**src/rtl/snake_game_engine.sv**
```systemverilog
// rtl/snake_game_engine.sv - snake game logic: body list, steering, food placement, win/lose
//
// Purpose:
//   Game-logic stage feeding the snake renderer. Keeps the snake body as an
//   ordered list of 8-bit cell indices ({row[3:0], col[3:0]}) on a 16x16 grid,
//   entry 0 being the head. The snake advances one cell per Tick, steers from
//   the four direction buttons, grows on food, places new food from a free
//   running LFSR and reports idle/run/win/lose as a one-hot status.
//
// Optional feature:
//   SNAKE_WRAP_EN - when defined the grid edges wrap around instead of
//                   causing a loss; self collision still loses.
//
// Ports:
//   Clk        in   system clock
//   Reset      in   synchronous, active-high reset
//   Tick       in   one-Clk move strobe (game speed)
//   Start      in   begins/restarts a game from idle, win or lose
//   BtnU/D/L/R in   level direction requests (already debounced)
//   Locations  out  MAX_LEN*8 body cells, entry i at [8i+7:8i], entry 0 = head
//   Length     out  live segment count
//   Food       out  food cell index
//   Qi/Qr/Qw/Ql out one-hot status: idle, run, win, lose

module snake_game_engine #(
  parameter int         MAX_LEN   = 8,
  parameter int         INIT_LEN  = 3,
  parameter logic [7:0] LFSR_SEED = 8'hA5
) (
  input  logic                 Clk,
  input  logic                 Reset,
  input  logic                 Tick,
  input  logic                 Start,
  input  logic                 BtnU,
  input  logic                 BtnD,
  input  logic                 BtnL,
  input  logic                 BtnR,
  output logic [MAX_LEN*8-1:0] Locations,
  output logic [3:0]           Length,
  output logic [7:0]           Food,
  output logic                 Qi,
  output logic                 Qr,
  output logic                 Qw,
  output logic                 Ql
);

  localparam logic [3:0] MAX_LEN_W  = 4'(MAX_LEN);
  localparam logic [3:0] INIT_LEN_W = 4'(INIT_LEN);

  typedef enum logic [2:0] {
    S_IDLE,
    S_INIT,
    S_RUN,
    S_PLACE,
    S_WIN,
    S_LOSE
  } state_t;

  typedef enum logic [1:0] {
    DIR_U,
    DIR_D,
    DIR_L,
    DIR_R
  } dir_t;

  state_t     state;
  dir_t       dir;
  dir_t       pend;
  dir_t       base_dir;
  dir_t       req_dir;
  logic       req_ok;
  logic [7:0] body [MAX_LEN];
  logic [7:0] lfsr;
  logic [7:0] lfsr_next;
  logic [3:0] head_row;
  logic [3:0] head_col;
  logic [7:0] next_head;
  logic       hit_wall;
  logic       eat;
  logic       self_hit;
  logic       food_hit;
  logic [3:0] grow_len;

  // Fibonacci LFSR, taps 8,6,5,4; free-running so food depends on player timing
  assign lfsr_next = {lfsr[6:0], lfsr[7] ^ lfsr[5] ^ lfsr[4] ^ lfsr[3]};

  assign head_row = body[0][7:4];
  assign head_col = body[0][3:0];
  assign eat      = (next_head == Food);
  assign grow_len = Length + 4'd1;

  // The move taken on a Tick uses the pending direction, which commits on that Tick.
  // 4-bit row/col arithmetic wraps naturally, which is exactly the wrap-mode result.
  always_comb begin
    next_head = body[0];
    hit_wall  = 1'b0;
    case (pend)
      DIR_U: begin
        next_head = {head_row - 4'd1, head_col};
        hit_wall  = (head_row == 4'd0);
      end
      DIR_D: begin
        next_head = {head_row + 4'd1, head_col};
        hit_wall  = (head_row == 4'd15);
      end
      DIR_L: begin
        next_head = {head_row, head_col - 4'd1};
        hit_wall  = (head_col == 4'd0);
      end
      default: begin
        next_head = {head_row, head_col + 4'd1};
        hit_wall  = (head_col == 4'd15);
      end
    endcase
`ifdef SNAKE_WRAP_EN
    hit_wall = 1'b0;
`endif
  end

  // The tail cell is free to enter unless this move eats, since the tail vacates.
  always_comb begin
    self_hit = 1'b0;
    for (int i = 0; i < MAX_LEN; i++) begin
      if (i < int'(Length) && body[i] == next_head &&
          !(i == int'(Length) - 1 && !eat)) begin
        self_hit = 1'b1;
      end
    end
  end

  always_comb begin
    food_hit = 1'b0;
    for (int i = 0; i < MAX_LEN; i++) begin
      if (i < int'(Length) && body[i] == lfsr) begin
        food_hit = 1'b1;
      end
    end
  end

  // Reversal is judged against the direction in force after this edge, so a
  // button on a Tick cycle cannot queue a U-turn behind the committing move.
  always_comb begin
    base_dir = Tick ? pend : dir;
    req_ok   = 1'b0;
    req_dir  = pend;
    if (BtnU && base_dir != DIR_D) begin
      req_ok  = 1'b1;
      req_dir = DIR_U;
    end else if (BtnD && base_dir != DIR_U) begin
      req_ok  = 1'b1;
      req_dir = DIR_D;
    end else if (BtnL && base_dir != DIR_R) begin
      req_ok  = 1'b1;
      req_dir = DIR_L;
    end else if (BtnR && base_dir != DIR_L) begin
      req_ok  = 1'b1;
      req_dir = DIR_R;
    end
  end

  always_comb begin
    Locations = '0;
    for (int i = 0; i < MAX_LEN; i++) begin
      Locations[8*i +: 8] = body[i];
    end
  end

  always_ff @(posedge Clk) begin
    if (Reset) begin
      state  <= S_IDLE;
      Qi     <= 1'b1;
      Qr     <= 1'b0;
      Qw     <= 1'b0;
      Ql     <= 1'b0;
      Length <= 4'd0;
      Food   <= 8'h00;
      dir    <= DIR_R;
      pend   <= DIR_R;
      lfsr   <= LFSR_SEED;
      for (int i = 0; i < MAX_LEN; i++) begin
        body[i] <= 8'h00;
      end
    end else begin
      lfsr <= lfsr_next;
      case (state)
        S_IDLE, S_WIN, S_LOSE: begin
          if (Start) begin
            state <= S_INIT;
            Qi    <= 1'b0;
            Qr    <= 1'b0;
            Qw    <= 1'b0;
            Ql    <= 1'b0;
          end
        end

        S_INIT: begin
          for (int k = 0; k < MAX_LEN; k++) begin
            body[k] <= (k < INIT_LEN) ? 8'(136 - k) : 8'h00;
          end
          Length <= INIT_LEN_W;
          dir    <= DIR_R;
          pend   <= DIR_R;
          Food   <= 8'h8C;
          state  <= S_RUN;
          Qr     <= 1'b1;
        end

        S_RUN: begin
          if (req_ok) begin
            pend <= req_dir;
          end
          if (Tick) begin
            dir <= pend;
            if (hit_wall || self_hit) begin
              state <= S_LOSE;
              Qr    <= 1'b0;
              Ql    <= 1'b1;
            end else begin
              body[0] <= next_head;
              for (int i = 1; i < MAX_LEN; i++) begin
                body[i] <= body[i-1];
              end
              if (eat) begin
                Length <= grow_len;
                Qr     <= 1'b0;
                if (grow_len == MAX_LEN_W) begin
                  state <= S_WIN;
                  Qw    <= 1'b1;
                end else begin
                  state <= S_PLACE;
                end
              end
            end
          end
        end

        // Retry every cycle until the LFSR lands on a free cell; Ticks here are dropped.
        S_PLACE: begin
          if (!food_hit) begin
            Food  <= lfsr;
            state <= S_RUN;
            Qr    <= 1'b1;
          end
        end

        default: begin
          state <= S_IDLE;
          Qi    <= 1'b1;
          Qr    <= 1'b0;
          Qw    <= 1'b0;
          Ql    <= 1'b0;
        end
      endcase
    end
  end

endmodule

```
**config.mk**
```make
export PLATFORM = sky130hd
export DESIGN_NAME = snake_game_engine
export DESIGN_NICKNAME = d
export VERILOG_FILES = /design/src/rtl/snake_game_engine.sv
export SDC_FILE = /design/constraint.sdc
export NUM_CORES = 1
export LEC_CHECK = 0
export ABC_AREA = 1
export BUFFER_PORTS_ARGS = -buffer_cell sky130_fd_sc_hd__clkbuf_2
export CORE_MARGIN = 3
export CORE_UTILIZATION = 40
export DETAILED_ROUTE_END_ITERATION = 7
export MAX_ROUTING_LAYER = met4
export PLACE_DENSITY = 0.7
export SETUP_SLACK_MARGIN = 0.1
export SLEW_MARGIN = 20
export SYNTH_ARGS = -nofsm -noshare
export SYNTH_HDL_FRONTEND = slang
export SYNTH_SLANG_ARGS = --single-unit
```
**constraint.sdc**
```tcl
create_clock -name Clk -period 5 [get_ports Clk]
set_input_delay 0.25 -clock Clk [delete_from_list [all_inputs] [get_ports Clk]]
set_output_delay 0.25 -clock Clk [all_outputs]
set_load 0.01 [all_outputs]
```
==> impl_metrics.toml, run 1 <==
[route]
routedWlPerCell_um = 19.5
post_drt_via_cell_ratio = 5.41
drt-initial-drc-count = 888
drc = 0
drtAntennaViolNets = 0
vias = 6591
dr.pass1.iters = 5
drt-total-wl_um = 23700

[power]
power.leakage_uw = 0.00347
p_sw_uw = 1780
peakVddDrop_uv = 266
p_total_uw = 3760
clock_power_share_pct = 17.9
pwr-share-seq_pct = 36.2
p_per_area_nw_per_um2 = 509
p_sw_share_pct = 47.3
p_int_uw = 1980
combPwrFrac_pct = 45.9

[timing]
tns_ps = 0
hold_viol_final = 0
skew_ps = 9.33
period_share_pct = 88.2
hold-worst-slack_ps = 267
slew_viol_final = 0
timing.fmax_ghz = 0.227
min_period_ps = 4410
setup_ws_ps = 589
worstMarginPinSlew_ps = 907
slew_headroom_pct = 39.5
setup_viol_count_final = 0
rsz0062_at_grt = "no"

[global_routing]
top_usage_layer = "met2"
grt_pass1_vias = 6166
grt_start_max_net_pins = 34
grtUsageTotal_pct = 27.4
grt_pass1_wl_um = 36000
grt-ovfl-total = 0
antenna_found_initial = 0
use_met2_pct = 40.3
grt_use_met3_pct = 6.12
use_met1_pct = 36.8

[place]
post-dp-hpwl_um = 17500
port-buffer-count = 87
routabilityCongestion = 1.01
dp_slack_ps = 655

[logic_synthesis]
syn_avg_cell_area_sq_um = 7.04
synth_seq_cells = 95
synthTopCellsByArea = "edfxtp_1, nand2_1, dfxtp_1, inv_1, nand3_1"
yosys.cell_types.count = 43
synth_top_area_share_pct = 26.0
syn-num-nets = 937
netlist_instances = 919
yosysTopAreaCell = "edfxtp_1"
async_flop_share_pct = 0
syn_area_sq_um = 6470
seq_area_frac_synth_pct = 38.1
yosys_warnings = 0
synth_edf_count = 56
synth_ff_type = "edfxtp_1"

[floorplanning]
ios = 88
fp.coreArea_sq_um = 15500
start_util_pct = 41.8
die_h_um = 133
die_area_sq_um = 17700
num_rows = 45
die_w_um = 133

[outcome]
status = "finished clean"

[setup_path]
r2r_setup_slack_ps = 590
cp.required_ps = 5110
crit_arrival_ps = 4520
timing.rr.end = "body[0][9]"
worstSetupPathType = "reg2reg"
endpoint_kind = "flop"
cp-endpoint = "body[0][9]"
timing.rr.start = "pend[1]"
reg2reg_depth = 25
crit_start = "pend[1]"
startpoint_type = "flop"
cp_max_fo = 18

[layout]
area_growth_pct = 14.2
drive_gt1_share_pct = 16.4
fin_nets = 1020
nFillCells = 1546
num_antenna_cells = 0

[clock_network]
worstSkewPairLatency_ps = 360
cts_max_level = 3
cts_resized = 0
cts_tree = "yes"
cts_max_path_buffers = 2
cts.sinks = 95
cts_root_buf = "clkbuf_16"
cts_made_buffers = 9
hold_buffers = 0
path_clk_slew_ps = 70
cts_setup_buffers = 0

[run]
cap_violations = 0

[min_path]
min_path_type = "in2reg"
## cell usage in the layout, fill, tap and decap left out, drive strengths merged, types with 4 or more instances in the layout
master and instances:
a21oi 29, buf 10, clkbuf 98, clkinv 4, dfxtp 39, edfxtp 56, ha 9, inv 138
nand2 254, nand3 84, nand3b 6, nand4 19, nor2 137, nor3 18, nor4 4, o21ai 30
o22ai 9, xnor2 15, xor2 31
## critical path: stages (launching register included)
cell and delay (ps):
dfxtp_1 640, inv_2 250, nand2_2 150, inv_1 70, fa_1 500, inv_1 40, nand2_1 220, nand2_2 250
nand2_1 110, nand2_1 50, inv_1 40, nand2_1 40, nor2_1 80, nand3_1 80, nor2_1 100, nand2_1 60
nor2_1 160, nand2_1 70, nand2_1 80, nor2_1 60, nand2_2 120, nor2_4 90, nand2_2 390, nand2_1 280
o21ai_1 150, inv_1 50
## how the worst min path moves through the flow
stage,startpoint,end,slack [ps],cells after the start
global route,Start,state[1],270,4
detailed placement,Qw,Qw,450,2
CTS,Start,state[1],260,4
finish,Start,state[1],270,4
global placement,Qw,Qw,440,2
floorplan,dir[0],dir[0],440,2
## cell families (layout without fill, tap and decap cells)
logic type,after synthesis,after routing,synth area share (%)
xor+xnor,46,46,6.23
compound gates,79,79,6.85
buf+inv,162,250,10.4
simple gates,527,527,36.4
flops,95,95,38.1
fa+ha+maj,10,10,2.05
## metrics by stage
stage	std cells	util, %	area (sq um)
6_report	1218	47.7	7390
5_1_grt	1218	47.7	7390
4_1_cts	1218	47.7	7390
3_5_place_dp	1202	45.9	7100
3_3_place_gp	1202	45.9	7100
2_1_floorplan	919	-	6470
## area by class of cell
type	count	area [sq um]	share of cell area, %
Sequential cell	95	2460	33.3
Timing Repair Buffer	97	523	7.08
Clock buffer	11	254	3.44
Tap cell	211	264	3.57
Multi-Input combinational cell	662	3340	45.2
Inverter	137	514	6.96
Clock inverter	5	32.5	0.440
## flip-flops by register name (all words and copies together), names as in the netlist
| signal | flops |
|---|---|
| state | 3 |
| Qr | 1 |
| Qw | 1 |
| Ql | 1 |
| pend | 2 |
| body | 64 |
| Qi | 1 |
| lfsr | 8 |
| dir | 2 |
| Length | 4 |
| Food | 8 |
## synth_stat cells, types with 3 or more instances
master,number
nor3b_1,3
nand3b_1,6
o21ai_1,8
nand3_1,83
nor3_1,18
buf_2,8
clkbuf_1,9
inv_1,132
xor2_1,31
nand4_1,18
inv_2,4
nor4_1,4
buf_6,3
o22ai_1,9
nor2_2,32
xnor2_1,15
nand2_1,241
dfxtp_1,39
nand2_4,3
ha_1,9
edfxtp_1,56
a21oi_1,29
o21ai_0,22
nand2_2,10
nor2_1,104
a211oi_1,3
## per-layer routing
| metal | vias to the layer above | wire, um |
|---|---|---|
| li1 | 3106 | - |
| met1 | 3042 | 9980 |
| met2 | 377 | 10400 |
| met3 | 66 | 2450 |
| met4 | 0 | 838 |
| met5 | - | 0 |
## power by group through the flow
stage,clock network [uW],logic [uW],registers (uW)
floorplan,0,1110,1330
global placement,0,1710,1370
detailed placement,0,1700,1370
CTS,679,1710,1350
global route,713,1910,1380
finish,673,1730,1360
No activity file was read; power rests on OpenSTA's default activity.
==> run 2: changes to the inputs <==
ABC_AREA = unset   (was 1)
HOLD_SLACK_MARGIN = 0.03   (was unset)
==> impl_metrics.toml, run 2 <==
[place]
port-buffer-count = 87
placed_area_sq_um = 7070
post-dp-hpwl_um = 14500
routabilityCongestion = 0.964

[min_path]
hold_depth = 4
hold_start = "Start"
min_path_type = "in2reg"
min_to = "Qi"

[setup_path]
timing.rr.start = "pend[1]"
endpoint_kind = "flop"
worstSetupPathType = "reg2reg"
timing.rr.end = "body[0][31]"
reg2reg_depth = 13
r2r_setup_slack_ps = 550
cp_max_fo = 24
startpoint_type = "flop"
crit_arrival_ps = 4480
cp.required_ps = 5030

[power]
p_total_uw = 2850
power.leakage_uw = 0.00310
p_per_area_nw_per_um2 = 385
peakVddDrop_uv = 245

[route]
vias = 5612
drc = 0
drtAntennaViolNets = 0
drt-total-wl_um = 19900
routedWlPerCell_um = 20.3
post_drt_via_cell_ratio = 5.75
dr.pass1.iters = 7
drt-initial-drc-count = 477

[layout]
final_common_cell = "xnor2_1"
drive_gt1_share_pct = 18.3
post-route-cell-area_sq_um = 7410
largest_register_ffs = 64
fin_nets = 773
regMostFlops = "body"
num_antenna_cells = 0
nFillCells = 1517
area_growth_pct = 13.7
final_cell_mix = "xnor2_1, clkbuf_2, xor2_1"
largestRegisters = "body (64), Food (8), lfsr (8)"

[clock_network]
cts_root_buf = "clkbuf_16"
cts_resized = 0
hold_buffers = 0
cts_setup_buffers = 0
cts_max_level = 3
cts_max_path_buffers = 2
worstSkewPairLatency_ps = 350
cts.sinks = 95
cts_made_buffers = 9
path_clk_slew_ps = 70
cts_tree = "yes"

[global_routing]
grtUsageTotal_pct = 23.1
antenna_found_initial = 0
grt_pass1_wl_um = 30900
grt_start_max_net_pins = 41
grt-ovfl-total = 0
grt_pass1_vias = 5312

[timing]
skew_ps = 6.56
hold_viol_final = 0
timing.fmax_ghz = 0.225
tns_ps = 0
slew_viol_final = 0
min_period_ps = 4450
worstMarginPinSlew_ps = 880
slew_headroom_pct = 41.3
rsz0062_at_grt = "no"
setup_viol_count_final = 0
period_share_pct = 89.1

[floorplanning]
die_w_um = 134
fp.coreArea_sq_um = 15900
ios = 88
start_util_pct = 41.0
num_rows = 46
die_h_um = 134
die_area_sq_um = 17900

[logic_synthesis]
synth.most_common_cell = "xnor2_1"
syn-num-nets = 715
synth_edf_count = 56
yosysTopAreaCell = "edfxtp_1"
synthMuxAreaShare_pct = 0.768
synth_common_cells = "xnor2_1, xor2_1, edfxtp_1"
synth_top_family_by_area = "XOR/XNOR gates"
netlist_instances = 697
syn_area_sq_um = 6510
async_flop_share_pct = 0
synth-simple-area-share_pct = 20.5
synth_top_area_share_pct = 25.8
yosys_warnings = 0
synth-adder-area-share_pct = 2.04
synthTopCellsByArea = "edfxtp_1, xnor2_1, dfxtp_1, xor2_1, and3_1"
synth_xor_area_share_pct = 21.4
seq_area_frac_synth_pct = 37.8
synth_seq_cells = 95
synth_compound_area_share_pct = 12.0
synth_ff_type = "edfxtp_1"
yosys.cell_types.count = 64
syn_avg_cell_area_sq_um = 9.35

[outcome]
status = "finished clean"

[run]
cap_violations = 0
## run 2: cell count changes after synthesis, moves of 18 or more
cell	before	now
clkbuf_1	9	27
nor2_2	32	1
xnor2_1	15	94
and3_1	0	51
nor2_1	104	33
inv_1	132	19
nand2_1	241	24
xor2_1	31	58
nand3_1	83	22
## run 2: logic make-up after synthesis
| group | count (synthesis) |
|---|---|
| compound gates | 115 |
| xor+xnor | 155 |
| fa+ha+maj | 10 |
| buf+inv | 78 |
| flops | 95 |
| mux | 5 |
| simple gates | 239 |
## run 2: area by class of cell
type                       count  area (sq um)  area share (%)
inverter                      21          78.8            1.06
sequential                    95          2460            33.2
timing repair buffer         104           563            7.60
clock inverter                 7           111            1.50
clock buffer                   9           225            3.04
tap                          216           270            3.65
multi-input combinational    524          3700            49.9
## run 2: metal layers
layer	wire (um)	GRT usage (%)	vias up
li1	-	-	2603
met1	8720	30.8	2702
met2	8950	34.7	258
met4	637	9.89	0
met5	0	-	-
met3	1550	4.31	49
## run 2: metrics by stage
step	util, %	worst slack (ps)	instances	hold WS, ps
3_5_place_dp	44.5	635	960	464
4_1_cts	46.6	621	976	202
3_3_place_gp	44.5	736	960	451
2_1_floorplan	-	532	697	423
6_report	46.6	546	976	206
5_1_grt	46.6	162	976	245
## run 2: report_power, final
| part | internal (uW) | switching [uW] | leakage (uW) |
|---|---|---|---|
| Combinational | 393 | 502 | 0.00202 |
| Clock | 485 | 294 | 0.000161 |
| Sequential | 955 | 223 | 0.000920 |
| Total | 1830 | 1020 | 0.00310 |
## run 2: how the worst max path moves through the flow
| stage | start | end | slack [ps] |
|---|---|---|---|
| 2_1_floorplan | body[0][4] | body[0][10] | 530 |
| 3_3_place_gp | pend[1] | body[0][19] | 740 |
| 3_5_place_dp | pend[1] | body[0][10] | 630 |
| 4_1_cts | pend[1] | body[0][17] | 620 |
| 5_1_grt | pend[1] | body[0][11] | 160 |
| 6_report | pend[1] | body[0][31] | 550 |
## run 2: critical path, cell delays in order, from the launching register on
cell and delay [ps]:
dfxtp_1 520, inv_2 60, nand2_1 130, inv_2 60
fa_1 710, nor2b_1 400, nor2_1 140, xor2_1 160
or4_4 150, nor4b_2 40, a2111oi_1 540, nand4_1 590
nand3_1 280, buf_4 340
